`src/rtl/serial_xfer32.sv`:
```
// serial_xfer32: full-duplex 32-bit serial transfer engine.
// A word is accepted on in_valid & in_ready and parallel-loaded into a
// right-shift register. It is shifted out LSB-first on sdata, one bit every
// DIV clocks. s_in is captured into the vacated MSB on each bit strobe.
// After 32 bits the captured word appears on rx_data with a one-cycle done.
//   clk, rst_n         clock, async active-low reset
//   in_valid/in_ready  word handshake (ready only while idle)
//   tx_data            word to send, sampled on the accept edge
//   s_in / sdata       serial receive / transmit bit
//   frame, bit_strobe  transfer window, last cycle of each bit period
//   done, rx_data      completion pulse, captured word
module serial_xfer32 #(
  parameter int unsigned DIV = 4
) (
  input  logic        clk,
  input  logic        rst_n,
  input  logic        in_valid,
  output logic        in_ready,
  input  logic [31:0] tx_data,
  input  logic        s_in,
  output logic        sdata,
  output logic        frame,
  output logic        bit_strobe,
  output logic        done,
  output logic [31:0] rx_data
);

  typedef enum logic [1:0] {
    IDLE,
    SHIFT,
    DONE
  } state_t;

  localparam logic [7:0] DIV_LAST = 8'(DIV - 1);
  localparam logic [4:0] BIT_LAST = 5'd31;

  state_t      state;
  state_t      state_next;
  logic [31:0] shreg;
  logic [31:0] shifted;
  logic [7:0]  div_cnt;
  logic [4:0]  bit_cnt;

  assign shifted = {s_in, shreg[31:1]};
  assign sdata   = shreg[0];

  always_ff @(posedge clk or negedge rst_n) begin
    if (!rst_n) begin
      state <= IDLE;
    end else begin
      state <= state_next;
    end
  end

  // Handshake and framing outputs are decoded from the state register only,
  // so no input reaches in_ready, frame or done combinationally.
  always_comb begin
    state_next = state;
    in_ready   = 1'b0;
    frame      = 1'b0;
    done       = 1'b0;
    bit_strobe = 1'b0;
    case (state)
      IDLE: begin
        in_ready = 1'b1;
        if (in_valid) begin
          state_next = SHIFT;
        end
      end
      SHIFT: begin
        frame      = 1'b1;
        bit_strobe = (div_cnt == DIV_LAST);
        if ((div_cnt == DIV_LAST) && (bit_cnt == BIT_LAST)) begin
          state_next = DONE;
        end
      end
      DONE: begin
        done       = 1'b1;
        state_next = IDLE;
      end
      default: begin
        state_next = IDLE;
      end
    endcase
  end

  always_ff @(posedge clk or negedge rst_n) begin
    if (!rst_n) begin
      shreg   <= '0;
      rx_data <= '0;
      div_cnt <= '0;
      bit_cnt <= '0;
    end else begin
      case (state)
        IDLE: begin
          if (in_valid) begin
            shreg   <= tx_data;
            div_cnt <= '0;
            bit_cnt <= '0;
          end
        end
        SHIFT: begin
          if (div_cnt == DIV_LAST) begin
            shreg   <= shifted;
            div_cnt <= '0;
            if (bit_cnt == BIT_LAST) begin
              rx_data <= shifted;
              bit_cnt <= '0;
            end else begin
              bit_cnt <= bit_cnt + 5'd1;
            end
          end else begin
            div_cnt <= div_cnt + 8'd1;
          end
        end
        default: begin
        end
      endcase
    end
  end

endmodule

```
`config.mk`:
```
export PLATFORM = sky130hd
export DESIGN_NAME = serial_xfer32
export DESIGN_NICKNAME = d
export VERILOG_FILES = /design/src/rtl/serial_xfer32.sv
export SDC_FILE = /design/constraint.sdc
export NUM_CORES = 1
export LEC_CHECK = 0
export CORE_MARGIN = 2
export CORE_UTILIZATION = 63
export CTS_BUF_LIST = sky130_fd_sc_hd__clkbuf_16
export CTS_CLUSTER_SIZE = 8
export DETAILED_ROUTE_END_ITERATION = 7
export DONT_BUFFER_PORTS = 1
export PLACE_DENSITY = 0.79
export SYNTH_ARGS = -nofsm -noshare
export SYNTH_HDL_FRONTEND = slang
export SYNTH_SLANG_ARGS = --single-unit
export TNS_END_PERCENT = 10
```
`constraint.sdc`:
```
create_clock -name clk -period 2.25 [get_ports clk]
set_clock_uncertainty 0.15 [all_clocks]
set_input_delay 0.225 -clock clk [delete_from_list [all_inputs] [get_ports clk]]
set_output_delay 0.225 -clock clk [all_outputs]
set_load 0.05 [all_outputs]
```
==> summary.md <==
| Metric | Value |
|---|---|
| Status | `finished, final reports clean` |
| First DRT Iteration DRCs | `121` |
| Clock Path Buffers | `2` |
| Clk network pwr share | `31.9%` |
| Synth Area per Inst | `12.3 um2` |
| CORE AREA | `5470 um2` |
| Via Count | `2328` |
| Syn Inst Count | `289` |
| Horiz. Die Dim | `79.2 um` |
| First-pass GRT wire length | `12000 um` |
| H-tree Lvls | `3` |
| Critical Path RT | `2330 ps` |
| Layout cells sized above 1 | `19.9%` |
| Pint | `3030 uW` |
| CTS buffer count | `9` |
| Startpoint types | `register` |
| # setup viols final | `0` |
| CP Capture Type | `register` |
| Vias in the first global route | `2401` |
| # IOs | `73` |
| Post-Route WL | `7400 um` |
| Ys flop type | `dfrtp_1` |
| Max-cap violations | `0` |
| Sequential share of the synthesized area | `55.6%` |
| Worst hold margin | `147 ps` |
| Post-synth top area share | `55.6%` |
| Worst hold path type | `input pin to register` |
| # diodes | `0` |
| Synth-to-Final Area Change | `22.0%` |
| Final hold violation count | `0` |
| CTS tree | `yes` |
| Net Count, Synth | `328` |
| Synthesis Warnings | `0` |
| Root Driver | `clkbuf_16` |
| Pin count of the biggest net entering global routing | `80` |
| Syn Std Cell Area | `3560 um2` |
| Reg power frac | `50.6%` |
| Lkg Pwr | `0.00232 uW` |
| VDD IR max | `0.000597 V` |
| Crit share post-route | `92.9%` |
| Critical path type | `register to register` |
| Setup TNS | `0 ps` |
| Initial antenna violation count | `0` |
| Max Clk Rate | `0.478 GHz` |
| # rows | `27` |
| Final ANT Viol Nets | `0` |
| Pwr dens | `1010 nW/um2` |
| Async SR Flop Fraction | `100%` |
| DIE AREA | `6270 um2` |
| Clock transition at path regs | `60 ps` |
| Synth top area cells | `dfrtp_1 56%, mux2_4 12%, mux2i_1 9.0%, o21ai_0 6.2%, nand2_1 4.5%` |
| Net Sw Frac | `30.9%` |
| Starting density of the core | `65.0%` |
| Total GRT Usage | `25.4%` |
| Routability congestion estimate | `0.820` |
| Post-synth EDFFs | `0` |
| Net switching power | `1360 uW` |
| Distinct cell type count after synthesis | `36` |
| Synth area leader | `dfrtp_1` |
| Placed cell area | `3680 um2` |
| Slew HR | `54.8%` |
| Reg2reg setup slack | `160 ps` |
| Synth Register Bits | `79` |
| TritonCTS Sinks | `79` |
| Residual DRC | `0` |
| RSZ-0062 raised after global routing | `no` |
| Period minus WS final | `2090 ps` |
| Overall Power | `4390 uW` |
| DR WL/cell | `18.1 um` |
| PortBufs | `0` |
| Worst Path Arrival | `2180 ps` |
| Comb power frac | `17.5%` |
| Worst skew pair latency | `330 ps` |
| Grt ovf | `0` |
| Die height | `79.2 um` |
| Design Area, Final | `4340 um2` |
| Post-DP HPWL | `4500 um` |
| Crit path max fanout | `9` |
| Worst-Margin Slew | `678 ps` |
| Drt first pass iters | `4` |
| Nets@finish | `371` |
| DR vias/cell | `5.69` |
| Slew Limit Fails | `0` |
==> logic make-up after synthesis <==
kind of cell | Yosys count | synth area share, %
DFF | 79 | 55.6
AOI/OAI and AO/OA | 56 | 8.69
and+or+nand+nor | 68 | 9.39
muxes | 65 | 22.5
adders and majority gates | 3 | 1.05
buffers and inverters | 18 | 2.81
==> placed cells by master (no fill, tap or decap), types with 2 or more instances in the layout <==
cell type / count
mux2_2: 4
and3_1: 2
buf_4: 10
nand3_1: 3
a31oi_1: 4
dfrtp_1: 79
mux2i_1: 32
inv_1: 2
o21ai_0: 44
mux2_4: 29
clkinv_2: 2
nand2b_1: 2
ha_1: 3
clkinv_1: 2
nor2_1: 5
nor3b_1: 2
clkbuf_16: 9
nand2_1: 43
a41oi_1: 2
a21oi_1: 2
dlygate4sd3_1: 34
buf_12: 2
==> layout make-up <==
cell class / count / area [um2]
clock buffers: 9 / 225
clock inverters: 7 / 63.8
fillers: 329 / 1130
inverters: 3 / 11.3
multi-input cells: 192 / 1490
flip-flops and latches: 79 / 1980
well taps: 72 / 90.1
repair buffers: 47 / 483
==> path summary, 6_finish.rpt <==
kind                            startpoint    endpoint  depth (start not counted)
worst min-delay path              in_valid  div_cnt[6]                          3
worst max register to register  div_cnt[0]  div_cnt[7]                          6
max in group asynchronous            rst_n  bit_cnt[0]                          2
worst min register to register  bit_cnt[3]  bit_cnt[3]                          1
min in group asynchronous            rst_n    shreg[4]                          2
worst max-delay path            div_cnt[0]  div_cnt[7]                          6
==> registers in the layout, indices dropped and copies added (netlist names) <==
name / flops
state: 2
rx_data: 32
shreg: 32
div_cnt: 8
bit_cnt: 5
==> power by group through the flow <==
stage	registers, uW	clock network [uW]	logic [uW]
2_1_floorplan	2120	0	538
3_3_place_gp	2200	0	610
3_5_place_dp	2230	0	671
4_1_cts	2210	1410	724
5_1_grt	2270	1470	894
6_report	2220	1400	767
==> layer usage <==
metal  share of wire [%]  wire length (um)  GRT usage (%)  up-vias
met5                   0                 0              0        -
li1                    -                 -              -     1104
met2                  49              3620           41.8       53
met4                 1.4               103           8.97        0
met1                  46              3390           32.6     1164
met3                 3.9               285           6.59        7
==> through the flow <==
step           worst slack, ps  instances  utilization (%)
3_5_place_dp               160        358             67.3
2_1_floorplan              131        289                -
3_3_place_gp               228        358             67.3
4_1_cts                    156        407             78.6
6_report                   160        409             79.3
5_1_grt                   59.0        409             79.3
==> cell usage after synthesis, types with 3 or more instances <==
| library cell | number |
|---|---|
| nand3_1 | 3 |
| nand2_1 | 43 |
| buf_6 | 3 |
| ha_1 | 3 |
| nor2_1 | 5 |
| mux2_4 | 29 |
| a31oi_1 | 4 |
| dfrtp_1 | 79 |
| mux2i_1 | 32 |
| o21ai_0 | 44 |
| mux2_2 | 4 |
| clkbuf_1 | 8 |
==> worst max-delay path, stage by stage (launching register included) <==
cell	delay (ps)
dfrtp_1	420
ha_1	270
nor4b_4	150
buf_4	150
a21oi_1	530
a21oi_1	130
o21ai_0	200
==> repair_timing <==
action                    4_1_cts  5_1_grt
hold buffers                   33        2
gates resized for setup         0        0
hold endpoints to repair      112       79
buffers inserted                0        0
Note: power is estimated with default switching activity, not from simulation.
